## config.mk

```make
export PLATFORM = sky130hd
export DESIGN_NAME = sync_fifo
export DESIGN_NICKNAME = d
export VERILOG_FILES = /design/src/rtl/fifo_pkg.sv /design/src/rtl/sync_fifo_ram.sv /design/src/rtl/sync_fifo.sv
export SDC_FILE = /design/constraint.sdc
export NUM_CORES = 1
export LEC_CHECK = 0
export ABC_AREA = 0
export BUFFER_PORTS_ARGS = -buffer_cell sky130_fd_sc_hd__buf_2
export CORE_AREA = 3 3 86 88
export CTS_CLUSTER_SIZE = 28
export DETAILED_ROUTE_END_ITERATION = 16
export DIE_AREA = 0 0 89 91
export PLACE_DENSITY = 0.77
export SYNTH_ARGS = -nofsm -noshare
export SYNTH_HDL_FRONTEND = slang
export SYNTH_SLANG_ARGS = --single-unit
```

## constraint.sdc

```tcl
create_clock -name clk -period 4.2 [get_ports clk]
set_clock_uncertainty 0.15 [all_clocks]
set_input_delay 0.21 -clock clk [delete_from_list [all_inputs] [get_ports clk]]
set_output_delay 0.21 -clock clk [all_outputs]
set_load 0.03 [all_outputs]
```

## src/rtl/fifo_pkg.sv

```systemverilog
// fifo_pkg: shared defaults and elaboration helpers for sync_fifo.
//   DEFAULT_DATA_WIDTH / DEFAULT_DEPTH : default geometry (8 x 8)
//   is_pow2()                          : true when n is a positive power of two
package fifo_pkg;

  localparam int DEFAULT_DATA_WIDTH = 8;
  localparam int DEFAULT_DEPTH      = 8;

  function automatic bit is_pow2(input int n);
    return (n > 0) && ((n & (n - 1)) == 0);
  endfunction

endpackage

```

## src/rtl/sync_fifo_ram.sv

```systemverilog
// sync_fifo_ram: DEPTH x DATA_WIDTH register array for sync_fifo.
// Ports:
//   clk, rst_n   clock, asynchronous active-low reset (clears every entry)
//   write_en     store write_data at write_addr on the rising edge
//   write_addr   write index
//   write_data   word to store
//   read_addr    read index (asynchronous read)
//   read_data    mem[read_addr], combinational
module sync_fifo_ram
  import fifo_pkg::*;
#(
  parameter int DATA_WIDTH = DEFAULT_DATA_WIDTH,
  parameter int DEPTH      = DEFAULT_DEPTH,
  parameter int ADDR_WIDTH = $clog2(DEPTH)
) (
  input  logic                  clk,
  input  logic                  rst_n,
  input  logic                  write_en,
  input  logic [ADDR_WIDTH-1:0] write_addr,
  input  logic [DATA_WIDTH-1:0] write_data,
  input  logic [ADDR_WIDTH-1:0] read_addr,
  output logic [DATA_WIDTH-1:0] read_data
);

  logic [DATA_WIDTH-1:0] mem [DEPTH];

  always_ff @(posedge clk or negedge rst_n) begin
    if (!rst_n) begin
      for (int i = 0; i < DEPTH; i++) mem[i] <= '0;
    end else if (write_en) begin
      mem[write_addr] <= write_data;
    end
  end

  assign read_data = mem[read_addr];

endmodule

```

## src/rtl/sync_fifo.sv

```systemverilog
// sync_fifo: single-clock parametrised FIFO with occupancy count, threshold
// flags and sticky overflow/underflow errors.
// Build option: define SYNC_FIFO_FWFT_EN for first-word fall-through reads
// (head word shown combinationally, read_enable pops it); otherwise reads are
// registered (popped word appears one cycle after the accepting edge).
// Ports:
//   clk, rst_n        clock, asynchronous active-low reset
//   write_data/enable write port
//   read_enable       pop request
//   err_clear         clears overflow/underflow at the next edge
//   read_data/valid   read port
//   full, empty, almost_full, almost_empty, count   occupancy status
//   overflow, underflow                             sticky error flags
module sync_fifo
  import fifo_pkg::*;
#(
  parameter int DATA_WIDTH         = DEFAULT_DATA_WIDTH,
  parameter int DEPTH              = DEFAULT_DEPTH,
  parameter int ALMOST_FULL_LEVEL  = DEPTH - 2,
  parameter int ALMOST_EMPTY_LEVEL = 2,
  parameter int ADDR_WIDTH         = $clog2(DEPTH)
) (
  input  logic                  clk,
  input  logic                  rst_n,
  input  logic [DATA_WIDTH-1:0] write_data,
  input  logic                  write_enable,
  input  logic                  read_enable,
  input  logic                  err_clear,
  output logic [DATA_WIDTH-1:0] read_data,
  output logic                  read_valid,
  output logic                  full,
  output logic                  empty,
  output logic                  almost_full,
  output logic                  almost_empty,
  output logic [ADDR_WIDTH:0]   count,
  output logic                  overflow,
  output logic                  underflow
);

  generate
    if (!is_pow2(DEPTH) || DEPTH < 2) begin : g_bad_depth
      $error("sync_fifo: DEPTH must be a power of two and at least 2");
    end
  endgenerate

  localparam logic [ADDR_WIDTH:0] PTR_ONE = (ADDR_WIDTH + 1)'(1);
  localparam logic [ADDR_WIDTH:0] FULL_LV = (ADDR_WIDTH + 1)'(DEPTH);
  localparam logic [ADDR_WIDTH:0] AF_LV   = (ADDR_WIDTH + 1)'(ALMOST_FULL_LEVEL);
  localparam logic [ADDR_WIDTH:0] AE_LV   = (ADDR_WIDTH + 1)'(ALMOST_EMPTY_LEVEL);

  // Extra MSB on each pointer is the wrap bit: equal low bits with differing
  // MSBs means full, so the plain difference gives 0..DEPTH.
  logic [ADDR_WIDTH:0]   wr_ptr, rd_ptr;
  logic                  wr_accept, rd_accept;
  logic [DATA_WIDTH-1:0] head_data;

  assign count        = wr_ptr - rd_ptr;
  assign full         = (count == FULL_LV);
  assign empty        = (count == '0);
  assign almost_full  = (count >= AF_LV);
  assign almost_empty = (count <= AE_LV);

  // Accepts use the pre-edge flags, so a pop never makes room for a push in
  // the same cycle.
  assign wr_accept = write_enable & ~full;
  assign rd_accept = read_enable & ~empty;

  sync_fifo_ram #(
    .DATA_WIDTH(DATA_WIDTH),
    .DEPTH     (DEPTH),
    .ADDR_WIDTH(ADDR_WIDTH)
  ) u_ram (
    .clk       (clk),
    .rst_n     (rst_n),
    .write_en  (wr_accept),
    .write_addr(wr_ptr[ADDR_WIDTH-1:0]),
    .write_data(write_data),
    .read_addr (rd_ptr[ADDR_WIDTH-1:0]),
    .read_data (head_data)
  );

  always_ff @(posedge clk or negedge rst_n) begin
    if (!rst_n) begin
      wr_ptr <= '0;
      rd_ptr <= '0;
    end else begin
      if (wr_accept) wr_ptr <= wr_ptr + PTR_ONE;
      if (rd_accept) rd_ptr <= rd_ptr + PTR_ONE;
    end
  end

  // A fresh error in the same cycle as err_clear keeps the flag set.
  always_ff @(posedge clk or negedge rst_n) begin
    if (!rst_n) begin
      overflow  <= 1'b0;
      underflow <= 1'b0;
    end else begin
      overflow  <= (write_enable & full)  | (overflow  & ~err_clear);
      underflow <= (read_enable  & empty) | (underflow & ~err_clear);
    end
  end

`ifdef SYNC_FIFO_FWFT_EN
  assign read_data  = head_data;
  assign read_valid = ~empty;
`else
  always_ff @(posedge clk or negedge rst_n) begin
    if (!rst_n) begin
      read_data  <= '0;
      read_valid <= 1'b0;
    end else begin
      read_valid <= rd_accept;
      if (rd_accept) read_data <= head_data;
    end
  end
`endif

endmodule

```

==> impl_metrics.json <==
{
  "grt_overflow_total": 0,
  "required_ns": 4.28,
  "cts_sinks": 83,
  "synth.area.top_cells": "dfrtp_1 53%, mux2_2 17%, mux4_2 9.1%, mux2_4 6.1%, nand2_1 2.8%",
  "async_reset_ff_frac": 1.000,
  "maxCapViolCount": 0,
  "syn_nets": 283,
  "area_delta_synth_final_pct": 11.43,
  "cts_buffer_depth": 2,
  "grt_use_total": 0.2052,
  "ios": 32,
  "die_w_um": 89,
  "yosysWarnings": 0,
  "whs_ns": 0.03685,
  "grt_max_degree": 84,
  "tightest_slew_ns": 1.024,
  "post-route-drc-count": 0,
  "netlist_area_um2": 3953,
  "cp.arrival_ns": 3.57,
  "p_total_mw": 4.127,
  "status": "completed",
  "cp_max_fo": 12,
  "synth.distinct_cells": 36,
  "leakagePower_nw": 2.050,
  "relSlewSlack": 0.3171,
  "diodes": 0,
  "synth_area_per_cell_um2": 14.97,
  "io_buffers": 31,
  "grt_pass1_wl_um": 12340,
  "critPathTopFamily": "simple AND/OR/NAND/NOR gates",
  "fin_crit_ns": 3.490,
  "critPathMaxStageDelay_ns": 0.62,
  "wire_per_inst_um": 19.06,
  "antenna_found_initial": 0,
  "synthTopCellsByCount": "83 x dfrtp_1, 58 x mux2_2, 29 x nand2_1",
  "cp_num_buf_inv": 2,
  "ant_nets": 0,
  "viasPerCell": 5.838,
  "fill_cells": 486,
  "cts_tree": "built",
  "setup_viol": 0,
  "cts_buffers": 9,
  "hp-class": "input port to flip-flop",
  "cts_resized": 0,
  "synth-seq-cells": 83,
  "dieHeight_um": 91,
  "gp_congestion": 0.7271,
  "rsz0062_at_grt": "false",
  "firstDrtPassIters": 4,
  "yosysTopAreaCell": "dfrtp_1",
  "clkLatencyLatePin_ns": 0.35,
  "startpoint_type": "flip-flop",
  "drive_above_1_share": 0.4919,
  "synth_ff_type": "dfrtp_1",
  "drtIter0Drc": 93,
  "path_clk_slew_ns": 0.08,
  "path_class": "flip-flop to flip-flop",
  "drt_wl_total_um": 7416,
  "worst_path_max_delay_cell": "dfrtp_1",
  "crit_path_end_kind": "flip-flop",
  "root_buffer": "clkbuf_8",
  "ir_drop_mv": 0.3606,
  "tns_ns": 0,
  "core-area_um2": 6719,
  "p_per_area_nw_per_um2": 937.0,
  "period_share": 0.8309,
  "post_cts_buffers": 0,
  "core.rowCount": 30,
  "first_global_vias": 2317,
  "stdcell_count": 389,
  "nets": 323,
  "dr_total_vias": 2271,
  "drv_slew": 0,
  "dp.cells": 370,
  "start_util": 0.5883,
  "synth_top_area_share": 0.5255,
  "htree_levels": 3,
  "worstPathCellList": "clkinv_1 > fa_1 > xor2_2 > or3_1 > a21oi_2 > buf_4 > or4b_1 > mux2_2",
  "dieArea_um2": 8099,
  "hpwl_um": 4728,
  "synthCells": 264,
  "yosysMostFrequentCell": "dfrtp_1",
  "max_clock_freq_ghz": 0.2866,
  "hold_viol": 0,
  "synth_edf_count": 0,
  "ys_seq_area_frac": 0.5255
}
## routing by layer
metal	vias to the layer above	routed length (um)	GRT usage
li1	1035	-	-
met1	1179	3369	0.2862
met2	41	3656	0.3187
met3	16	205	0.03085
met4	0	184	0.08809
met5	-	0	0
## tightest hold or removal path, delay by kind of cell
| family | cells | cell delay, ns |
|---|---|---|
| AOI/OAI and AO/OA | 1 | 0.13 |
| buffers and inverters | 2 | 0.16 |
## flip-flops by register name, summed over array words and instances, names as in the netlist
name	cells
u_ram.mem	64
read_data	8
rd_ptr	4
wr_ptr	4
overflow	1
read_valid	1
underflow	1
## logic make-up after synthesis
logic type                 after synthesis  share of synthesized area
buffers and inverters                   20                    0.02722
DFF                                     83                     0.5255
and+or+nand+nor                         46                    0.06870
adders and majority gates                6                    0.02089
muxes                                   90                     0.3172
AOI/OAI and AO/OA                       11                    0.02089
xor gates and xnor gates                 8                    0.01963
## path summary, 6_finish.rpt
| kind | startpoint | endpoint | slack [ns] | cells past startpoint |
|---|---|---|---|---|
| max | rd_ptr[1]$_DFFE_PN0P_ | u_ram.mem[40]$_DFFE_PN0P_ | 0.71 | 8 |
| min | err_clear | underflow$_DFF_PN0_ | 0.04 | 3 |
| max reg2reg | rd_ptr[1]$_DFFE_PN0P_ | u_ram.mem[40]$_DFFE_PN0P_ | 0.71 | 8 |
| min reg2reg | read_data[3]$_DFFE_PN0P_ | read_data[3]$_DFFE_PN0P_ | 0.35 | 1 |
| max in group asynchronous | rst_n | u_ram.mem[38]$_DFFE_PN0P_ | 2.81 | 2 |
| min in group asynchronous | rst_n | u_ram.mem[59]$_DFFE_PN0P_ | 0.43 | 2 |
## layout by cell type (no fill, tap or decap), types with 2 or more instances in the layout
cell and instances:
dfrtp_1 83, mux2_2 58, buf_2 30, nand2_1 29, mux4_2 16, mux2_4 16
clkbuf_8 9, buf_4 9, inv_1 6, ha_1 5, xnor2_1 4, xor2_1 3
nor2_1 3, clkinv_2 3, dlygate4sd3_1 3, a21o_1 2, or3_1 2, a22o_1 2
nor3_2 2, nor4b_4 2, or4b_1 2, or4_4 2, clkbuf_1 2
## area by class of cell
| cell class | instances | area, um^2 | share of cell area |
|---|---|---|---|
| Sequential cell | 83 | 2077 | 0.4716 |
| Multi-Input combinational cell | 161 | 1768 | 0.4014 |
| Timing Repair Buffer | 42 | 247.7 | 0.05625 |
| Clock buffer | 11 | 131.4 | 0.02983 |
| Tap cell | 80 | 100.1 | 0.02273 |
| Clock inverter | 5 | 53.80 | 0.01222 |
| Inverter | 7 | 26.28 | 0.005966 |
## where the power goes
| part | switching, mW | internal [mW] |
|---|---|---|
| Sequential | 0.250 | 1.21 |
| Clock | 0.281 | 0.273 |
| Combinational | 1.07 | 1.04 |
| Total | 1.61 | 2.52 |
## stage by stage
stage                     cell area [um^2]  utilization  setup slack [ns]
after floorplan                       3953            -            0.6814
after global placement                4189       0.6235            0.8230
after detailed placement              4189       0.6235            0.7164
after CTS                             4404       0.6555            0.6756
after global routing                  4404       0.6555            0.4827
final                                 4404       0.6555            0.7103
## repair_timing
item / CTS / global route
hold buffers: 3 / 0
endpoints found under the setup margin: 0 / 0
endpoints found under the hold margin: 85 / 0
Power figures use the tool's default switching activity.
